<file path="src/rtl/csr_access_unit.sv">
// Zicsr execution unit: reads a CSR, computes the new value, writes it back
// when required, and returns the old value (or an illegal-instruction flag).
module csr_access_unit #(
    parameter int unsigned XLEN = 32
) (
    input  logic            clk,
    input  logic            rst,
    input  logic            req_valid,
    output logic            req_ready,
    input  logic [2:0]      req_funct3,
    input  logic [11:0]     req_addr,
    input  logic [4:0]      req_rs1_idx,
    input  logic [XLEN-1:0] req_rs1_data,
    input  logic [4:0]      req_rd_idx,
    input  logic            flush,
    output logic [11:0]     csr_raddr,
    input  logic [XLEN-1:0] csr_rdata,
    input  logic            csr_ro,
    input  logic            csr_rexc,
    output logic            csr_wvalid,
    output logic [11:0]     csr_waddr,
    output logic [XLEN-1:0] csr_wdata,
    output logic            rsp_valid,
    input  logic            rsp_ready,
    output logic [4:0]      rsp_rd_idx,
    output logic [XLEN-1:0] rsp_rd_data,
    output logic            rsp_illegal
);

    typedef enum logic [1:0] {
        S_IDLE  = 2'd0,
        S_READ  = 2'd1,
        S_WRITE = 2'd2,
        S_RESP  = 2'd3
    } state_e;

    state_e          state_q;
    logic [2:0]      funct3_q;
    logic [4:0]      rs1_idx_q;
    logic [XLEN-1:0] rs1_data_q;
    logic [4:0]      rd_idx_q;
    logic [XLEN-1:0] old_q;

    logic            req_ready_q;
    logic [11:0]     csr_raddr_q;
    logic            csr_wvalid_q;
    logic [11:0]     csr_waddr_q;
    logic [XLEN-1:0] csr_wdata_q;
    logic            rsp_valid_q;
    logic [4:0]      rsp_rd_idx_q;
    logic [XLEN-1:0] rsp_rd_data_q;
    logic            rsp_illegal_q;

    logic [XLEN-1:0] operand_d;
    logic [XLEN-1:0] wdata_d;
    logic            do_write_d;
    logic            illegal_d;

    // Read-modify-write datapath, evaluated while the CSR read is in progress
    always_comb begin
        operand_d  = funct3_q[2] ? XLEN'(rs1_idx_q) : rs1_data_q;
        wdata_d    = csr_rdata;
        case (funct3_q[1:0])
            2'b01:   wdata_d = operand_d;
            2'b10:   wdata_d = csr_rdata | operand_d;
            2'b11:   wdata_d = csr_rdata & ~operand_d;
            default: wdata_d = csr_rdata;
        endcase
        do_write_d = (funct3_q[1:0] == 2'b01) || (rs1_idx_q != 5'd0);
        illegal_d  = (funct3_q[1:0] == 2'b00) || csr_rexc || (do_write_d && csr_ro);
    end

    always_ff @(posedge clk) begin
        if (rst) begin
            state_q       <= S_IDLE;
            funct3_q      <= 3'd0;
            rs1_idx_q     <= 5'd0;
            rs1_data_q    <= '0;
            rd_idx_q      <= 5'd0;
            old_q         <= '0;
            req_ready_q   <= 1'b1;
            csr_raddr_q   <= 12'd0;
            csr_wvalid_q  <= 1'b0;
            csr_waddr_q   <= 12'd0;
            csr_wdata_q   <= '0;
            rsp_valid_q   <= 1'b0;
            rsp_rd_idx_q  <= 5'd0;
            rsp_rd_data_q <= '0;
            rsp_illegal_q <= 1'b0;
        end else begin
            csr_wvalid_q <= 1'b0;
            case (state_q)
                S_IDLE: begin
                    if (req_valid && !flush) begin
                        funct3_q    <= req_funct3;
                        csr_raddr_q <= req_addr;
                        rs1_idx_q   <= req_rs1_idx;
                        rs1_data_q  <= req_rs1_data;
                        rd_idx_q    <= req_rd_idx;
                        req_ready_q <= 1'b0;
                        state_q     <= S_READ;
                    end
                end
                S_READ: begin
                    if (flush) begin
                        req_ready_q <= 1'b1;
                        state_q     <= S_IDLE;
                    end else begin
                        old_q        <= csr_rdata;
                        rsp_rd_idx_q <= rd_idx_q;
                        if (do_write_d && !illegal_d) begin
                            csr_wvalid_q <= 1'b1;
                            csr_waddr_q  <= csr_raddr_q;
                            csr_wdata_q  <= wdata_d;
                            state_q      <= S_WRITE;
                        end else begin
                            rsp_valid_q   <= 1'b1;
                            rsp_illegal_q <= illegal_d;
                            rsp_rd_data_q <= illegal_d ? '0 : csr_rdata;
                            state_q       <= S_RESP;
                        end
                    end
                end
                S_WRITE: begin
                    rsp_valid_q   <= 1'b1;
                    rsp_illegal_q <= 1'b0;
                    rsp_rd_data_q <= old_q;
                    state_q       <= S_RESP;
                end
                S_RESP: begin
                    // Response fields hold until writeback takes them
                    if (rsp_ready) begin
                        rsp_valid_q <= 1'b0;
                        req_ready_q <= 1'b1;
                        state_q     <= S_IDLE;
                    end
                end
                default: begin
                    req_ready_q <= 1'b1;
                    state_q     <= S_IDLE;
                end
            endcase
        end
    end

    assign req_ready   = req_ready_q;
    assign csr_raddr   = csr_raddr_q;
    assign csr_wvalid  = csr_wvalid_q;
    assign csr_waddr   = csr_waddr_q;
    assign csr_wdata   = csr_wdata_q;
    assign rsp_valid   = rsp_valid_q;
    assign rsp_rd_idx  = rsp_rd_idx_q;
    assign rsp_rd_data = rsp_rd_data_q;
    assign rsp_illegal = rsp_illegal_q;

endmodule

</file>
<file path="config.mk">
export PLATFORM = sky130hd
export DESIGN_NAME = csr_access_unit
export DESIGN_NICKNAME = d
export VERILOG_FILES = /design/src/rtl/csr_access_unit.sv
export SDC_FILE = /design/constraint.sdc
export NUM_CORES = 1
export LEC_CHECK = 0
export CORE_AREA = 2 2 165 102
export DETAILED_ROUTE_END_ITERATION = 6
export DIE_AREA = 0 0 167 104
export GPL_TIMING_DRIVEN = 0
export PLACE_DENSITY_LB_ADDON = 0.2
export SYNTH_ARGS = -nofsm -noshare
export SYNTH_HDL_FRONTEND = slang
export SYNTH_SLANG_ARGS = --single-unit
</file>
<file path="constraint.sdc">
create_clock -name clk -period 2.5 [get_ports clk]
set_input_delay 0.75 -clock clk [delete_from_list [all_inputs] [get_ports clk]]
set_output_delay 0.75 -clock clk [all_outputs]
set_load 0.02 [all_outputs]
</file>
Yosys cells after proc, flatten, opt, wreduce, memory -nomap -nowiden
Cells that the tools add are included.

operators by class
  equal/unequal tests = 11
  muxes and demuxes = 23
  bitwise gates (word level) = 5
  reductions and logical operators = 22

operators with widths
  kind                                                 number
  2-to-1 mux 32 bit                                    4
  one-hot mux 32 bit (3 select lines)                  1
  one-hot mux 32 bit (2 select lines)                  1
  AND 32 bit                                           1
  NOT 32 bit                                           1
  OR 32 bit                                            1
  2-to-1 mux 1 bit                                     10
  inequality test 2 bit, second input constant         5
  equality test 2 bit, second input constant           4
  one-hot mux 2 bit (4 select lines)                   1
  AND reduction 4 bit                                  2
  2-to-1 mux 2 bit                                     3
  one-hot mux 1 bit (3 select lines)                   2
  AND reduction 2 bit                                  3
  AND reduction 3 bit                                  2
  nonzero test 3 bit                                   2
  nonzero test 5 bit                                   1
  equality test 2 x 1 -> 1 bit, second input constant  2
  zero test 2 bit                                      2
  logical AND 1 bit                                    3
  logical OR 1 bit                                     3
  OR reduction 3 bit                                   1
  zero test 1 bit                                      2
  NOT 1 bit                                            2
  other kinds (2)                                      2

word-level totals
  flip-flop bits (word level) = 176
  word-level logic and storage cells = 76

Logic depth before layout (Yosys ltp)
Gate-level depths: netlist of the first run.

  depth after elaboration = 9
  gate-level depth with buffers = 8
  depth with buffers taken out = 4

Worst setup path before layout of the first run
No wires, ideal clock.

  kind = input-to-reg
  start = input port flush
  end = register csr_wdata_q[28], in the netlist csr_wdata[28]
  setup time = 91 ps
  arrival = 2077 ps
  setup slack = 332 ps
  cell stages on the path = 6
  path buffers = 2
  path through = or3b_2 > clkbuf_1 > nor2_2 > buf_2 > a21oi_1 > a311oi_1

between the ends
  cells in the longest elaborated chain, start to end = 2

RTL lines
  what                           line  RTL
  start: declaration             15    input logic flush,
  NOT 1 bit (no line)            -
  AND reduction 3 bit (no line)  -
  end signal: assignment         114   csr_wdata_q <= wdata_d;
  end: declaration               48    logic [XLEN-1:0] csr_wdata_q;

Every way passes these cells.
A chain may end at the register's enable or synchronous reset.

Final worst setup path of the first run
  start = input port csr_ro
  end = register csr_wdata_q[26], in the netlist csr_wdata[26]

between the ends
  cells in the longest elaborated chain, start to end = 5

RTL lines
  what                           line  RTL
  start: declaration             18    input logic csr_ro,
  logical AND 1 bit              70    illegal_d = (funct3_q[1:0] == 2'b00) || csr_rexc || (do_write_d && csr_ro);
  logical OR 1 bit               70
  zero test 1 bit                111   if (do_write_d && !illegal_d) begin
  logical AND 1 bit              111
  AND reduction 3 bit (no line)  -

Every way passes these cells.

==> metrics.txt, run 1 <==
maxcap violations=0; clock root buffer=clkbuf_16; WP data required=about 2800 ps; Clk pin slew, worst setup/hold paths=~70 ps; Post-Synth Simple-Gate Area=a little under a fifth; DRC=0; Die H=about 100 µm; crit share post-route=about 95%; pwr dens=approximately 650 nW/µm²; Worst Hold Class=flop to flop; Post-synth top flop=dfxtp_1; Worst setup EP type=flop; latest clock arrival within the worst-skew pair=between 400 and 500 ps; Least-Margin Pin Slew=between 700 and 800 ps; Layout Cells excl Fill=1,386; ys async rst share=0%; Num CTS Buffers=17; adder-cell area share of the yosys netlist=0%; Post-Syn Area=between 7000 and 8000 µm²; Final Hold Viols=0; Worst Min Path Start=old_q[5]; antenna violations before repair=1; Rows=36; core area=about 16,000 µm²; Nets=roughly 1,300; most frequent cells in the layout=nand2_1, clkdlybuf4s50_1, dfxtp_1; Startpoint Class=input pin; Chip Width=between 150 and 200 µm; main combinational cell family by area after synthesis=compound AO/OA/AOI/OAI gates; hold-fix buffers at CTS=0; gp weighted congestion=~0.87; cell chain of the critical path=clkdlybuf4s50_1 -> inv_1 -> o31a_1 -> buf_2 -> buf_2 -> clkbuf_2 -> a21oi_1 -> a311oi_1; wire per inst=18.8 µm; via count=approximately 7,900; leakage=3.59 nW; DP HPWL=roughly 19,000 µm; share of cells above drive strength 1=under 10%; EDFF count, synth=0; cell family with most CP delay=buffers and inverters; Clock Path Buffers=2; I/O Buffers=around 190; H-tree levels=4; WHS=roughly 450 ps; final wirelength=approximately 26,000 µm; DR vias/cell=~5.7; I/O Pins=~190; RSZ-0062 raised after global routing=no; pre-CTS setup slack=-896 ps; FILL cells=roughly 1,300; number of clock sinks=around 180; Crit path top cell by count=buf_2; Synth Area in Compound Gates=27.0%; Post-Route Utilization=~66%; Avg Cell Area, Syn=just over 8 µm²; mux cell area share after synthesis=about 1.3%; Final min period=between 2000 and 2500 ps; Ant. Diodes=0; CTS tree=yes; reg2reg start=rs1_idx_q[4]; Yosys reg bits=~180; VDD IR max=approximately 0.00048 V; Slowest-stage cell, CP=clkdlybuf4s50_1; Initial Utilization=48.3%; vias in the first global route=about 7,300; outcome=finished clean; FMAX=about 0.42 GHz; crit path max fanout=10; total grt overflow=0; first-pass GRT wire length=41,100 µm; CP startpoint=csr_ro; die area=17,400 µm²; critical path buffer and inverter count=5; Largest stage delay, worst path=roughly 470 ps; Antenna Violating Nets Remaining=0; XOR/XNOR Fraction of Synth Area=less than 1%; syn nets=about 1,100; setup ws final=approximately 120 ps; worst path arrival time=around 2700 ps; Initial DRC Count=about 900; total iterations of the first detailed-routing run=5; yosys warns=0; post-synthesis sequential area ratio=between 40% and 50%; Pins Over Slew Limit=0; DP Cell Count=between 1,000 and 1,500; Area Growth Syn to Fin=37.5%; most common cell after layout, fill and taps aside=nand2_1; Slew HR=roughly half; overall global routing resource usage=between 20 and 30%; critical path type=input pin to flop; Layout Skew=about 11 ps; Synth cell types=35; largest net degree at the start of global routing=17; cells after synthesis=approximately 950; final setup vio count=0
## worst reg2reg max path, cell delays in order, from the launching register on
cell and delay (ps):
dfxtp_1 340, or4_4 600, o31a_1 250, buf_2 190, clkbuf_1 270, a221oi_1 430
a221oi_2 100
## registers in the layout (all words and copies together) (netlist names), 12 cells and up, named ones only
signal	count
rsp_rd_data	32
csr_waddr	12
rs1_data_q	32
old_q	32
csr_wdata	32
csr_raddr	12
## per-layer routing
layer  track usage (%)  vias to the layer above  part of all wire (%)  wire, µm
met5                 0                        -                 0.069        18
met4              5.79                        2                  0.83       216
met3              8.41                       25                    13      3360
met2              40.9                      435                    40     10400
met1              46.5                     3697                    46     12100
li1                  -                     3769                     -         -
## area by class of cell
| type | count | area [µm²] | share of cell area (%) |
|---|---|---|---|
| buffer | 93 | 419 | 3.97 |
| clock buffer | 19 | 453 | 4.29 |
| clock inverter | 13 | 173 | 1.64 |
| inverter | 37 | 139 | 1.32 |
| multi-input combinational | 647 | 3670 | 34.8 |
| sequential | 176 | 3520 | 33.4 |
| tap | 209 | 262 | 2.48 |
| timing repair buffer | 192 | 1920 | 18.2 |
## final timing paths
kind	cells after the start	slack, ps	to
hold / removal	2	450	old_q[5]
hold reg to reg	2	450	old_q[5]
setup reg to reg	6	170	rsp_rd_data[19]
setup / recovery	8	120	csr_wdata[26]
## repair_timing
item                       4_1_cts  5_1_grt
pin swaps                        1        1
setup endpoints to repair      105      112
cloned                           0        0
gates resized for setup         12       30
buffers inserted                 1        0
## per-stage QoR
step / setup TNS, ps / total power, mW / instance area (µm²)
after floorplan: 0 / 3.61 / 7680
after global placement: -78260 / 4.08 / 9860
after detailed placement: -83550 / 4.09 / 9860
after CTS: 0 / 6.87 / 10500
after global routing: 0 / 7.11 / 10600
final: 0 / 6.91 / 10600
## power by group
group	leakage [nW]	internal, mW	switching, mW
sequential	1.43	2.92	0.0779
combinational	1.86	0.447	0.632
clock	0.299	1.65	1.19
total	3.59	5.01	1.90
## Yosys cell counts (2+ instances only)
cell | instances | share of area [%]
nor2_1 | 7 | 0.34
o211ai_1 | 2 | 0.20
buf_6 | 4 | 0.59
a211oi_1 | 7 | 0.68
nand2_1 | 245 | 12
nor2b_1 | 29 | 2.4
dfxtp_1 | 176 | 46
a311oi_1 | 28 | 3.2
a221oi_1 | 36 | 4.1
nor3_1 | 6 | 0.39
o21ai_0 | 41 | 2.7
inv_1 | 37 | 1.8
a21oi_1 | 140 | 9.1
a221oi_2 | 28 | 5.5
nand3_1 | 47 | 3.1
mux2i_1 | 10 | 1.3
buf_1 | 8 | 0.39
a211o_1 | 5 | 0.57
clkbuf_1 | 73 | 3.6
nor3b_1 | 2 | 0.20
buf_2 | 9 | 0.59
## cell families after synthesis
family                    Yosys count
and+or+nand+nor                   340
buffers and inverters             131
muxes                              10
xor gates and xnor gates            1
AOI/OAI and AO/OA                 296
DFF                               176
Note: power is estimated with default switching activity, not from simulation.
==> run 2: changes to the inputs <==
--- a/config.mk
+++ b/config.mk
@@ -6,6 +6,7 @@
 export NUM_CORES = 1
 export LEC_CHECK = 0
 export CORE_AREA = 2 2 165 102
+export CTS_CLUSTER_DIAMETER = 80
 export DETAILED_ROUTE_END_ITERATION = 6
 export DIE_AREA = 0 0 167 104
 export GPL_TIMING_DRIVEN = 0
@@ -13,3 +14,4 @@
 export SYNTH_ARGS = -nofsm -noshare
 export SYNTH_HDL_FRONTEND = slang
 export SYNTH_SLANG_ARGS = --single-unit
+export TNS_END_PERCENT = 20
==> run 2 against run 1 <==
Compared with the run above:
- the flow now finishes with violations (negative setup slack)
- flip-flop and latch count unchanged
- via count increased by 0.73%
- die area unchanged
- first-iteration DRC count increased by 9.1%
- count of clock-buffer cells in the layout unchanged
- non-clock buffer count unchanged
- clock power about the same
- final cell count unchanged
- utilization about the same
- wire length about the same
- critical endpoint is now rsp_rd_data[19]
- largest cell class unchanged
==> metrics.txt, run 2 (synthesized netlist as in run 1, its figures left out) <==
total iterations of the first detailed-routing run=6 (was 5); Slew HR=49.6% (was 48.7%); Ant. Diodes=0 (unchanged); Num CTS Buffers=17 (unchanged); DRC=0 (unchanged); Initial Utilization=48.3% (unchanged); pre-CTS setup slack=-896 ps (unchanged); sequential share of power=43.4% (was 43.3%); DR vias/cell=5.76 (was 5.72); share of cells above drive strength 1=9.01% (unchanged); WP data required=2770 ps (was 2830 ps); crit path max fanout=10 (unchanged); Worst Hold Class=flop to flop (unchanged); Chip Width=167 µm (unchanged); via count=7,986 (was 7,928); antenna violations before repair=1 (unchanged); setup ws final=-8.41 ps (was 124 ps); final wirelength=26,100 µm (about the same); cell-internal power=5.01 mW (about the same); Net Switching=1.89 mW (was 1.90 mW); Area Growth Syn to Fin=37.5% (about the same); core area=15,900 µm² (unchanged); leakage=3.58 nW (was 3.59 nW); critical path buffer and inverter count=2 (was 5); Antenna Violating Nets Remaining=0 (unchanged); met2 WL=10,400 µm (about the same); Worst Min Path Start=old_q[5] (unchanged); Sw Share=27.4% (was 27.5%); first-pass GRT wire length=41,100 µm (unchanged); total grt overflow=0 (unchanged); Initial DRC Count=984 (was 902); Pins Over Slew Limit=0 (unchanged); largest net degree at the start of global routing=17 (unchanged); overall global routing resource usage=30.0% (unchanged); failing checks=negative setup slack; cell chain of the critical path=clkdlybuf4s50_1 -> or3b_4 -> clkbuf_1 -> a221oi_1 -> a221oi_2 (was clkdlybuf4s50_1 -> inv_1 -> o31a_1 -> buf_2 -> buf_2 -> clkbuf_2 -> a21oi_1 -> a311oi_1); pwr dens=653 nW/µm² (was 654 nW/µm²); vias in the first global route=7,279 (unchanged); DR WL met3=3260 µm (was 3360 µm); die area=17,400 µm² (unchanged); Die H=104 µm (unchanged); Rows=36 (unchanged); cell family with most CP delay=buffers and inverters (unchanged); outcome=finished with violations (was finished clean); most frequent cells in the layout=nand2_1, clkdlybuf4s50_1, dfxtp_1 (unchanged); Slowest-stage cell, CP=clkdlybuf4s50_1 (unchanged); RSZ-0062 raised after global routing=yes (was no); Layout Skew=10.2 ps (was 11.1 ps); VDD IR max=0.000484 V (about the same); latest clock arrival within the worst-skew pair=430 ps (about the same); hold-fix buffers at CTS=0 (unchanged); Startpoint Class=input pin (unchanged); Worst setup EP type=flop (unchanged); metal1 wirelength=12,200 µm (was 12,100 µm); Final Hold Viols=0 (unchanged); most common cell after layout, fill and taps aside=nand2_1 (unchanged); clock root buffer=clkbuf_16 (unchanged); I/O Pins=193 (unchanged); part of the power in the clock network=41.0% (about the same); number of clock sinks=176 (unchanged); gp weighted congestion=0.869 (unchanged); max layer used=met5 (unchanged); Gate power share=15.7% (was 15.6%); cell area after layout=10,600 µm² (about the same); DP HPWL=19,300 µm (unchanged); Largest stage delay, worst path=570 ps (was 470 ps); Nets=1,260 (unchanged); worst path arrival time=2780 ps (was 2700 ps); H-tree levels=4 (unchanged); FMAX=0.399 GHz (was 0.421 GHz); reg2reg start=funct3_q[1] (was rs1_idx_q[4]); Clock Path Buffers=2 (unchanged); final setup vio count=1 (was 0); I/O Buffers=191 (unchanged); Clk pin slew, worst setup/hold paths=70 ps (about the same); Setup TNS=-8.41 ps (was 0 ps); crit share post-route=100% (was 95.0%); maxcap violations=0 (unchanged); Final min period=2510 ps (was 2380 ps); CP startpoint=flush (was csr_ro); wire per inst=18.8 µm (about the same); WHS=453 ps (was 452 ps); placed instance area=9860 µm² (unchanged); critical path type=input pin to flop (unchanged); total chip power=6.90 mW (was 6.91 mW); Least-Margin Pin Slew=757 ps (was 770 ps); CTS tree=yes (unchanged)
## run 2: tightest hold or removal path, cell delays in order, from the launching register on
cell	delay [ps]
dfxtp_1	310
nand2_1	50
a21oi_1	50
## run 2: worst paths after layout
path	slack, ps	endpoint	depth (start not counted)
worst min register to register	450	old_q[5]	2
worst max register to register	140	csr_wdata[22]	8
worst min-delay path	450	old_q[5]	2
worst max-delay path	-8	rsp_rd_data[19]	5
## run 2: routing by layer
metal	vias to the layer above	GRT usage, %
li1	3769	-
met1	3748	46.5
met2	443	40.9
met3	24	8.41
met4	2	5.79
met5	-	0
## run 2: power groups by stage
stage | logic, mW | registers, mW | clock network (mW)
finish | 1.08 | 2.99 | 2.83
global placement | 1.03 | 3.05 | 0
detailed placement | 1.04 | 3.05 | 0
CTS | 1.05 | 2.99 | 2.83
floorplan | 0.505 | 3.10 | 0
global route | 1.16 | 3.01 | 2.95
## run 2: repair_timing
| action | 4_1_cts | 5_1_grt |
|---|---|---|
| setup buffers | 1 | 0 |
| setup endpoints to repair | 105 | 112 |
| resized for setup | 12 | 27 |
| pin swaps | 1 | 0 |
## run 2: through the flow
stage	util (%)	cells
4_1_cts	66.1	1386
3_3_place_gp	62.0	1354
5_1_grt	66.4	1386
6_report	66.4	1386
3_5_place_dp	62.0	1354
2_1_floorplan	-	954
## run 2: final cells by class
cell class	instances	area, µm²
Fill cell	1332	5340
Multi-Input combinational cell	647	3680
Sequential cell	176	3520
Timing Repair Buffer	192	1920
Clock buffer	19	453
Buffer	93	417
Tap cell	209	262
Clock inverter	13	173
Inverter	37	139
==> run 3: changes to the inputs <==
--- a/config.mk
+++ b/config.mk
@@ -5,10 +5,12 @@
 export SDC_FILE = /design/constraint.sdc
 export NUM_CORES = 1
 export LEC_CHECK = 0
-export CORE_AREA = 2 2 165 102
+export CELL_PAD_IN_SITES_DETAIL_PLACEMENT = 2
+export CELL_PAD_IN_SITES_GLOBAL_PLACEMENT = 2
+export CORE_AREA = 2 2 217 134
 export CTS_CLUSTER_DIAMETER = 80
 export DETAILED_ROUTE_END_ITERATION = 6
-export DIE_AREA = 0 0 167 104
+export DIE_AREA = 0 0 219 136
 export GPL_TIMING_DRIVEN = 0
 export PLACE_DENSITY_LB_ADDON = 0.2
 export SYNTH_ARGS = -nofsm -noshare
==> run 3 against run 2 <==
Compared with the run above:
- the flow now finishes without violations
- non-clock buffer count is 2 higher
- worst setup slack gained 54 ps
- register-to-register slack lost 90 ps
- clock skew increased by 4.0 ps
- sequential power hardly changed
- combinational power increased by 6%
- flip-flop and latch count unchanged
- wire length grew 36%
- power grew 5.8%
- critical path depth stayed put
- first-iteration DRC count fell by 52%
- critical path type is now flop to flop
==> metrics.txt, run 3 (synthesized netlist as in run 1, its figures left out) <==
outcome=finished clean (was finished with violations); WP data required=2850 ps (was 2770 ps); sequential share of power=41.1% (was 43.4%); Gate power share=15.7% (about the same); via count=8,038 (was 7,986); Setup TNS=0 ps (was -8.41 ps); leakage=3.65 nW (was 3.58 nW); Least-Margin Pin Slew=860 ps (was 757 ps); Nets=1,262 (was 1,260); Pins Over Slew Limit=0 (unchanged); final setup vio count=0 (was 1); largest net degree at the start of global routing=17 (unchanged); WHS=455 ps (was 453 ps); Initial DRC Count=477 (was 984); H-tree levels=4 (unchanged); Ant. Diodes=0 (unchanged); I/O Buffers=191 (unchanged); share of cells above drive strength 1=9.77% (was 9.01%); Net Switching=1.99 mW (was 1.89 mW); Worst Hold Class=flop to flop (unchanged); Area Growth Syn to Fin=41.0% (was 37.5%); clock root buffer=clkbuf_16 (unchanged); Startpoint Class=flop (was input pin); total grt overflow=0 (unchanged); Slew HR=42.7% (was 49.6%); pre-CTS setup slack=-1110 ps (was -896 ps); maxcap violations=0 (unchanged); Chip Width=219 µm (was 167 µm); cell-internal power=5.31 mW (was 5.01 mW); die area=29,800 µm² (was 17,400 µm²); Sw Share=27.3% (was 27.4%); Initial Utilization=27.4% (was 48.3%); FILL cells=3,168 (was 1,332); Num CTS Buffers=17 (unchanged); gp weighted congestion=0.778 (was 0.869); DRC=0 (unchanged); Largest stage delay, worst path=590 ps (was 570 ps); FMAX=0.407 GHz (was 0.399 GHz); DP HPWL=26,700 µm (was 19,300 µm); crit path max fanout=10 (unchanged); Die H=136 µm (was 104 µm); I/O Pins=193 (unchanged); setup ws final=45.4 ps (was -8.41 ps); Slowest-stage cell, CP=or4_4 (was clkdlybuf4s50_1); most common cell after layout, fill and taps aside=nand2_1 (unchanged); CTS tree=yes (unchanged); part of the power in the clock network=43.2% (was 41.0%); RSZ-0062 raised after global routing=yes (unchanged); Worst setup EP type=flop (unchanged); Clk pin slew, worst setup/hold paths=70 ps (about the same); final wirelength=35,400 µm (was 26,100 µm); Layout Skew=14.2 ps (was 10.2 ps); critical path type=flop to flop (was input pin to flop); pwr dens=674 nW/µm² (was 653 nW/µm²); latest clock arrival within the worst-skew pair=450 ps (was 430 ps); first-pass GRT wire length=53,200 µm (was 41,100 µm); Final min period=2450 ps (was 2510 ps); overall global routing resource usage=24.2% (was 30.0%); core area=28,000 µm² (was 15,900 µm²); worst path arrival time=2810 ps (was 2780 ps); wire per inst=22.8 µm (was 18.8 µm); Post-Route Utilization=38.7% (was 66.4%); total iterations of the first detailed-routing run=4 (was 6); Antenna Violating Nets Remaining=0 (unchanged); Rows=48 (was 36); VDD IR max=0.000383 V (was 0.000484 V); Final Hold Viols=0 (unchanged); total chip power=7.30 mW (was 6.90 mW); most frequent cells in the layout=nand2_1, clkdlybuf4s50_1, dfxtp_1 (unchanged); cell chain of the critical path=or4_4 -> o31ai_4 -> clkbuf_1 -> nand3_1 -> a221oi_2 (was clkdlybuf4s50_1 -> or3b_4 -> clkbuf_1 -> a221oi_1 -> a221oi_2); hold-fix buffers at CTS=0 (unchanged); antenna violations before repair=0 (was 1); crit share post-route=98.2% (was 100%); R2R Setup Slk=50 ps (was 140 ps); number of clock sinks=176 (unchanged); Clock Path Buffers=2 (unchanged); DR vias/cell=5.18 (was 5.76); vias in the first global route=8,573 (was 7,279)
==> run 3: routing by layer <==
metal  vias up  share of wire, %  GRT usage [%]
met2       176                42           35.4
met3        26               4.9           4.41
met5         -                 0              0
met4         0               1.1           5.71
li1       3762                 -              -
met1      4074                52           36.3
==> run 3: area by class of cell <==
class | count | area [µm²] | share of cell area (%)
Buffer | 92 | 424 | 3.91
Clock inverter | 10 | 206 | 1.91
Tap cell | 375 | 469 | 4.33
Inverter | 37 | 139 | 1.28
Multi-Input combinational cell | 647 | 3660 | 33.8
Clock buffer | 20 | 467 | 4.31
Timing Repair Buffer | 195 | 1940 | 17.9
Sequential cell | 176 | 3520 | 32.5
==> run 3: final timing paths <==
kind | startpoint | end | depth (start not counted)
setup / recovery | rs1_idx_q[4] | rsp_rd_data[27] | 5
hold / removal | rd_idx_q[4] | rsp_rd_idx[4] | 2
setup reg to reg | rs1_idx_q[4] | rsp_rd_data[27] | 5
hold reg to reg | rd_idx_q[4] | rsp_rd_idx[4] | 2
==> run 3: metrics by stage <==
| step | instances | cell area (µm²) |
|---|---|---|
| floorplan | 954 | 7680 |
| global placement | 1520 | 10100 |
| detailed placement | 1520 | 10100 |
| CTS | 1552 | 10800 |
| global route | 1552 | 10800 |
| finish | 1552 | 10800 |
==> run 3: timing repair <==
| item | CTS | global route |
|---|---|---|
| endpoints found under the setup margin | 139 | 96 |
| buffers inserted | 4 | 0 |
| resized for setup | 33 | 12 |
| pin swaps | 1 | 0 |
==> run 3: power groups by stage <==
stage | clock network (mW) | logic, mW | registers, mW
finish | 3.16 | 1.14 | 3.00
floorplan | 0 | 0.505 | 3.10
CTS | 3.22 | 1.14 | 3.00
global route | 3.33 | 1.23 | 3.02
global placement | 0 | 1.10 | 3.06
detailed placement | 0 | 1.12 | 3.07
==> run 3: critical path, delay by kind of cell (launching register included) <==
family,cells,cell delay [ps]
and+or+nand+nor,2,780
buffers and inverters,1,490
DFF,1,360
AOI/OAI and AO/OA,2,730
